## src/rtl/rr_psel_gen.sv

```systemverilog
// Multi-grant rotating-priority selector: up to REQS requesters granted per cycle,
// scanning from a registered pointer that advances past the last committed grant.
module rr_psel_gen #(
  parameter int WIDTH = 64,
  parameter int REQS  = 2,
  localparam int IDX_W = $clog2(WIDTH),
  localparam int CNT_W = $clog2(REQS + 1)
) (
  input  logic                    clock,
  input  logic                    reset,
  input  logic                    en,
  input  logic [CNT_W-1:0]        want,
  input  logic [WIDTH-1:0]        req,
  output logic [WIDTH-1:0]        gnt,
  output logic [WIDTH*REQS-1:0]   gnt_bus,
  output logic [IDX_W*REQS-1:0]   gnt_idx,
  output logic [REQS-1:0]         gnt_valid,
  output logic [CNT_W-1:0]        gnt_cnt,
  output logic                    empty,
  output logic [IDX_W-1:0]        ptr
);

  localparam logic [IDX_W:0]   WIDTH_L = (IDX_W+1)'(WIDTH);
  localparam logic [IDX_W-1:0] LAST_L  = IDX_W'(WIDTH - 1);
  localparam logic [CNT_W-1:0] REQS_L  = CNT_W'(REQS);

  logic [IDX_W-1:0]      ptr_r;
  logic [2*WIDTH-1:0]    dbl_s;
  logic [2*WIDTH-1:0]    rot_full_s;
  logic [WIDTH-1:0]      rot_s;
  logic [WIDTH-1:0]      rem_s;
  logic [CNT_W-1:0]      want_eff_s;
  logic                  found_s;
  logic [IDX_W-1:0]      pos_s;
  logic [IDX_W-1:0]      abs_s;
  logic [IDX_W-1:0]      last_s;
  logic [WIDTH-1:0]      gnt_s;
  logic [WIDTH*REQS-1:0] bus_s;
  logic [IDX_W*REQS-1:0] idx_s;
  logic [REQS-1:0]       valid_s;
  logic [CNT_W-1:0]      cnt_s;

  // Maps a rotated position back to a line index, wrapping modulo WIDTH
  // (one subtraction suffices because both operands are below WIDTH).
  function automatic logic [IDX_W-1:0] wrap_add(input logic [IDX_W-1:0] base,
                                                input logic [IDX_W-1:0] off);
    logic [IDX_W:0] sum;
    sum = {1'b0, base} + {1'b0, off};
    if (sum >= WIDTH_L) begin
      sum = sum - WIDTH_L;
    end else begin
      sum = sum;
    end
    return sum[IDX_W-1:0];
  endfunction

  // Rotate requests so bit 0 is the line at ptr; doubling handles non-power-of-two WIDTH.
  always_comb begin
    dbl_s      = {req, req};
    rot_full_s = dbl_s >> ptr_r;
    rot_s      = rot_full_s[WIDTH-1:0];
  end

  // Peel off the lowest remaining rotated request per slot until the clamped limit is reached.
  always_comb begin
    rem_s      = rot_s;
    want_eff_s = (want > REQS_L) ? REQS_L : want;
    found_s    = 1'b0;
    pos_s      = '0;
    abs_s      = '0;
    last_s     = '0;
    gnt_s      = '0;
    bus_s      = '0;
    idx_s      = '0;
    valid_s    = '0;
    cnt_s      = '0;
    for (int s = 0; s < REQS; s++) begin
      found_s = 1'b0;
      pos_s   = '0;
      for (int j = WIDTH - 1; j >= 0; j--) begin
        found_s = found_s | rem_s[j];
        pos_s   = rem_s[j] ? IDX_W'(j) : pos_s;
      end
      if (found_s && (CNT_W'(s) < want_eff_s)) begin
        rem_s[pos_s]               = 1'b0;
        abs_s                      = wrap_add(ptr_r, pos_s);
        valid_s[s]                 = 1'b1;
        cnt_s                      = cnt_s + CNT_W'(1);
        idx_s[s*IDX_W +: IDX_W]    = abs_s;
        bus_s[s*WIDTH +: WIDTH]    = WIDTH'(1) << abs_s;
        gnt_s                      = gnt_s | (WIDTH'(1) << abs_s);
        last_s                     = abs_s;
      end else begin
        rem_s = rem_s;
      end
    end
  end

  // Grants are suppressed while reset is held; empty always tracks req.
  always_comb begin
    empty = ~|req;
    ptr   = ptr_r;
    if (reset) begin
      gnt       = '0;
      gnt_bus   = '0;
      gnt_idx   = '0;
      gnt_valid = '0;
      gnt_cnt   = '0;
    end else begin
      gnt       = gnt_s;
      gnt_bus   = bus_s;
      gnt_idx   = idx_s;
      gnt_valid = valid_s;
      gnt_cnt   = cnt_s;
    end
  end

  // Pointer moves just past the last committed grant; holds when nothing is committed.
  always_ff @(posedge clock) begin
    if (reset) begin
      ptr_r <= '0;
    end else if (en && (cnt_s != '0)) begin
      ptr_r <= (last_s == LAST_L) ? '0 : last_s + IDX_W'(1);
    end else begin
      ptr_r <= ptr_r;
    end
  end

endmodule

```

## config.mk

```make
export PLATFORM = sky130hd
export DESIGN_NAME = rr_psel_gen
export DESIGN_NICKNAME = d
export VERILOG_FILES = /design/src/rtl/rr_psel_gen.sv
export SDC_FILE = /design/constraint.sdc
export NUM_CORES = 1
export LEC_CHECK = 0
export CAP_MARGIN = 20
export CORE_UTILIZATION = 25
export DETAILED_ROUTE_END_ITERATION = 12
export PLACE_DENSITY = 0.43
export SLEW_MARGIN = 20
export SYNTH_ARGS = -nofsm -noshare
export SYNTH_HDL_FRONTEND = slang
export SYNTH_SLANG_ARGS = --single-unit
```

## constraint.sdc

```tcl
create_clock -name clock -period 11.6 [get_ports clock]
set_clock_uncertainty 0.05 [all_clocks]
set_input_delay 2.32 -clock clock [delete_from_list [all_inputs] [get_ports clock]]
set_output_delay 2.32 -clock clock [all_outputs]
set_load 0.005 [all_outputs]
```

==> results of run 1 <==
==> layout by cell type (no fill, tap or decap), types with 11 or more instances in the layout <==
cell type and instances:
a21o_1 13, inv_1 18, a22o_1 16, o22ai_4 13, nor3_2 11, and2_1 14
a21oi_1 65, nand2b_1 14, buf_6 77, o22ai_1 24, o21ai_0 37, a22oi_1 15
nor2_2 24, nand3_1 30, a21oi_2 14, nor2b_1 16, clkdlybuf4s50_1 87, mux4_2 176
a31oi_1 14, o22ai_2 49, buf_12 28, nor2_4 42, buf_4 618, nor3_1 26
mux2i_1 68, mux2_1 31, mux2_2 42, nand2_1 127, nor2_1 171, buf_2 146
ha_1 12, o211ai_1 21, a211oi_1 11
==> power breakdown <==
group	total, W	internal [W]	switching [W]
combinational	0.00574	0.00269	0.00304
sequential	0.0000731	0.0000276	0.0000455
clock	0.0000569	0.0000456	0.0000114
==> what timing repair did <==
| action | in CTS | in global routing |
|---|---|---|
| resized for setup | 979 | 273 |
| setup buffers | 65 | 24 |
| endpoints found under the setup margin | 201 | 134 |
| pin swaps | 78 | 98 |
| gates cloned | 10 | 4 |
| hold buffers | 0 | 0 |
==> area by class of cell <==
type                    count  area [um2]  share of cell area [%]
flip-flops and latches      6       137.6                  0.6036
repair buffers            987        8133                   35.67
inverters                  26       100.1                  0.4390
clock buffers               4       78.83                  0.3457
well taps                 672       840.8                   3.687
multi-input cells        1395       13510                   59.26
==> kinds of logic after synthesis <==
group / count (synthesis)
simple gates: 605
flops: 6
buf+inv: 156
compound gates: 431
fa+ha+maj: 15
mux: 328
xor+xnor: 16
==> worst max-delay path: cells and delay by family <==
kind | cells | cell delay (ns)
AOI/OAI and AO/OA | 13 | 1.80
xor gates and xnor gates | 2 | 0.30
adders and majority gates | 1 | 0.28
buffers and inverters | 10 | 1.58
muxes | 3 | 1.31
and+or+nand+nor | 9 | 1.96
==> worst paths after layout <==
kind                       start             endpoint  slack (ns)  depth (start not counted)
max                      req[20]              gnt[32]       -0.30                         38
max reg2reg  ptr[1]$_SDFFE_PP0P_  ptr[5]$_SDFFE_PP0P_        3.06                         35
min          ptr[4]$_SDFFE_PP0P_  ptr[4]$_SDFFE_PP0P_        0.78                          3
min reg2reg  ptr[4]$_SDFFE_PP0P_  ptr[4]$_SDFFE_PP0P_        0.78                          3
==> layer usage <==
| metal | track usage [%] | share of wire [%] | wire length (um) | up-vias |
|---|---|---|---|---|
| met1 | 38.14 | 41 | 33280 | 9008 |
| met5 | 0 | 0 | 0 | - |
| met3 | 2.500 | 6.0 | 4843 | 174 |
| met2 | 50.31 | 48 | 38930 | 900 |
| met4 | 13.46 | 5.2 | 4250 | 0 |
| li1 | - | - | - | 7977 |
==> per-stage QoR <==
| step | cells | util (%) | hold slack [ns] |
|---|---|---|---|
| after global placement | 2995 | 41.18 | 0.7613 |
| final | 3090 | 45.36 | 0.7817 |
| after global routing | 3090 | 45.36 | 0.8300 |
| after detailed placement | 2995 | 41.18 | 0.7608 |
| after CTS | 3069 | 43.31 | 0.7795 |
| after floorplan | 1557 | - | 0.9553 |
==> key figures, run 1 <==
Synth
  • XOR/XNOR share of the synthesized area: 1.096%
  • Most instantiated cells after synthesis: nor2_1, mux4_2, nand2_1, o22ai_1, a21oi_1
  • Mux cell area share after synthesis: 43.68%
  • Sequential cell area fraction in the yosys report: 0.9397%
  • EDFF count, synth: 0
  • Unique masters post-synth: 99
  • Post-synth top area share: 31.01%
  • Largest family of logic cells by synthesized area: multiplexers
  • Primary FF master, synth: dfxtp_1
  • Synth Area in Adders: 1.586%
  • Synth Area in Simple Gates: 23.46%
  • Post-synth ARST share: 0%
  • Synthesized flop and latch total: 6
  • Mapped cell area: 0.01278 mm2
  • Synth Area in Compound Gates: 23.15%
  • Cells after Synth: 1557
  • Synthesized area per cell: 8.210 um2
  • Mapped Nets: 1641
  • Dominant cell type by area after synthesis: mux4_2
  • Top post-synthesis cells by area: mux4_2, nor2_1, mux2i_1
  • Most frequent cell after synthesis: nor2_1
  • Synth warn: 0

Critical path
  • Arr. time, crit path: 9.53 ns
  • Crit-path max FO: 8
  • Setup crit end kind: output port
  • Slowest CP cell: mux4_2
  • Crit start category: primary input
  • Crit path kind: in2out
  • CP peak stage delay: 0.58 ns
  • Data required, critical path: 9.23 ns

GRT
  • Total track usage: 29.65%
  • Global route overflow: 0
  • Largest net degree at the start of global routing: 45
  • Initial antenna violation count: 0
  • Global-route wire length before repair: 118000 um
  • Number of global-route vias before repair: 17560

STA
  • Worst-Margin Slew: 0.9279 ns
  • RSZ-0062 raised after global routing: yes
  • Setup WS post-layout: -0.2971 ns
  • Min Clock Period, post-route: 11.90 ns
  • Fin. Hold Viols: 0
  • Slew HR: 37.49%
  • Fmax achieved: 84.05 MHz
  • Slew Limit Fails: 0
  • Period utilisation layout: 102.6%
  • Setup TNS: -24.16 ns
  • Final setup viols: 129

Die
  • Row cnt: 82
  • Die height: 228.1 um
  • Die area: 0.05204 mm2
  • Die width: 228.1 um
  • Ports: 284
  • Placeable Area: 0.05027 mm2
  • Starting density of the core: 25.43%

Drt
  • DR WL/cell: 26.31 um
  • DR pass1 iterations: 5
  • Total number of vias: 18060
  • Drt initial violations: 1641
  • Routed Antenna Nets: 0
  • Vias/cell: 5.844
  • # DRC: 0
  • Drt total wl: 81300 um

Place
  • Placed cell area: 0.02070 mm2
  • Placed wire-length estimate: 65940 um
  • Gp weighted congestion: 0.9995
  • PortBufs: 283
  • Pre-CTS setup slack: -2.015 ns

Finish
  • Area grow syn2layout: 78.40%
  • Share of post-route cells with drive strength above 1: 58.81%
  • Max reg flops: 6
  • Fin area: 0.02280 mm2
  • # fillers: 5047
  • Nets: 2503
  • Antenna diodes: 0

Job
  • Max-Cap Viols: 0

Status
  • Status: finished, violations left
  • Failing checks: setup timing

Power
  • Power Density: 257.3 mW/mm2
  • Total leakage power: 9.167 nW
  • Total power: 0.005867 W
  • Peak supply drop: 0.1439 mV

Clocking
  • Clk Latency, worst-skew pair: 0.23 ns
  • Clock buffer depth: 2
  • Total CTS buffers: 3
  • CTS tree: built
  • Clock Sinks: 6
  • Clk pin slew, worst setup/hold paths: 0.03 ns
  • CTS Root Cell: clkbuf_16
  • H-tree depth: 1

Min path
  • Worst hold path type: reg2reg
Note: power is estimated with default switching activity, not from simulation.
==> inputs of run 2 (changes only) <==
- ABC_AREA: unset -> 1
- CORE_UTILIZATION: 25 -> 50
- PLACE_DENSITY: 0.43 -> 0.83
==> key figures, run 2 <==
Status
  • Status: did not finish
  • Last stage reached: clock tree synthesis (4_1_cts)
  • Error msg: [ERROR DPL-0038] Utilization greater than 100%, impossible to legalize

Clocking
  • Total CTS buffers: 3
  • Clock Sinks: 6
  • Post-CTS setup buffer count: 140
  • CTS Root Cell: clkbuf_16
  • Hold_buf cts: 0
  • Clock buffer depth: 2
  • CTS resizes: 1275
  • H-tree depth: 1

Synth
  • Dominant cell type by area after synthesis: nand2_1
  • Top post-synthesis cells by area: nand2_1, nand3_1, nor2_1
  • Primary FF master, synth: dfxtp_1
  • Cells after Synth: 2068
  • Sequential cell area fraction in the yosys report: 1.287%
  • Synthesized flop and latch total: 6
  • Post-synth top area share: 27.03%
  • Mapped Nets: 2152
  • Most instantiated cells after synthesis: nand2_1, nand3_1, nor2_1, inv_1, o21ai_0
  • Post-synth ARST share: 0%
  • Synthesized area per cell: 4.512 um2
  • Unique masters post-synth: 41
  • Mapped cell area: 0.009331 mm2
  • EDFF count, synth: 0
  • Synth warn: 0
  • Most frequent cell after synthesis: nand2_1

Die
  • Die height: 138.6 um
  • Row cnt: 49
  • Starting density of the core: 51.42%
  • Die width: 138.6 um
  • Ports: 284

Place
  • Pre-CTS setup slack: -3.476 ns
  • PortBufs: 283
  • Placed wire-length estimate: 46320 um
  • Gp weighted congestion: 1.131
## run 2: cell count changes after synthesis, moves of 26 or more
cell / change
a21oi_1: -62
inv_1: +233
mux2_1: -32
mux2_2: -46
mux2i_1: -66
mux4_2: -176
nand2_1: +535
nand3_1: +333
nor2_1: +26
o21ai_0: +116
## run 2: cell families after synthesis
group	count (synthesis)	share of synthesized area [%]
AND/OR/NAND/NOR	1341	59.71
buffers and inverters	383	16.81
AO/OA/AOI/OAI	305	18.22
adder cells (fa/ha/maj)	15	2.172
XOR/XNOR	10	0.9387
multiplexers	8	0.8582
flip-flops	6	1.287
## run 2: metrics by stage
stage / TNS (ns) / std cells / utilization, % / cell area (um2)
floorplan: -121.12 / 2068 / - / 10070
global placement: -378.78 / 2930 / 89.44 / 16230
detailed placement: -504.12 / 2930 / 89.44 / 16230
==> inputs of run 3 (changes only) <==
- CORE_UTILIZATION: 50 -> 40
- PLACE_DENSITY: 0.83 -> unset
- PLACE_DENSITY_LB_ADDON: unset -> 0.15
==> key figures, run 3 <==
STA
  • Worst_ep kind: primary output
  • Last worst endpoint in the global-route repair_timing: gnt[9]

Status
  • Status: did not finish
  • Last stage reached: global routing (5_1_grt)
  • Error msg: [ERROR GRT-0232] Routing congestion too high. Check the congestion heatmap in the GUI.

Synth
  • Mapped cell area: 0.009331 mm2
  • Dominant cell type by area after synthesis: nand2_1
  • Synthesized area per cell: 4.512 um2
  • Post-synth ARST share: 0%
  • Primary FF master, synth: dfxtp_1
  • Synthesized flop and latch total: 6
  • Unique masters post-synth: 41
  • Most instantiated cells after synthesis: nand2_1, nand3_1, nor2_1, inv_1, o21ai_0
  • Mapped Nets: 2152
  • Synth warn: 0
  • Top post-synthesis cells by area: nand2_1, nand3_1, nor2_1
  • Cells after Synth: 2068
  • Most frequent cell after synthesis: nand2_1
  • EDFF count, synth: 0
  • Post-synth top area share: 27.03%
  • Sequential cell area fraction in the yosys report: 1.287%

Place
  • Pre-CTS setup slack: -3.453 ns
  • Placed wire-length estimate: 45250 um
  • Gp weighted congestion: 1.072
  • PortBufs: 283

Clocking
  • Clock Sinks: 6
  • CTS Root Cell: clkbuf_16
  • H-tree depth: 1
  • Total CTS buffers: 3
  • Clock buffer depth: 2
  • Hold_buf cts: 0

GRT
  • Total track usage: 94.09%
  • Global route overflow: 898
  • Largest net degree at the start of global routing: 54

Die
  • Die width: 154.7 um
  • Die height: 154.7 um
  • Ports: 284
  • Row cnt: 55
  • Starting density of the core: 40.97%
==> run 3: layer usage <==
| layer | track usage [%] | GRT overflow |
|---|---|---|
| met1 | 87.78 | 26 |
| met2 | 112.0 | 617 |
| met4 | 104.4 | 233 |
| met3 | 80.47 | 22 |
| met5 | 54.24 | 0 |
==> run 3: timing repair <==
item / CTS
endpoints found under the setup margin: 208
pin swaps: 97
gates resized for setup: 645
buffers inserted: 112
cloned: 8
==> run 3: cells by family after synthesis <==
logic type,share of synthesized area [%]
compound gates,18.22
buf+inv,16.81
flops,1.287
simple gates,59.71
xor+xnor,0.9387
mux,0.8582
fa+ha+maj,2.172
==> run 3: per-stage QoR <==
step | util, % | instances | cell area, um2
3_5_place_dp | 73.45 | 3060 | 16730
2_1_floorplan | - | 2068 | 10070
4_1_cts | 83.30 | 3180 | 18970
3_3_place_gp | 73.45 | 3060 | 16730
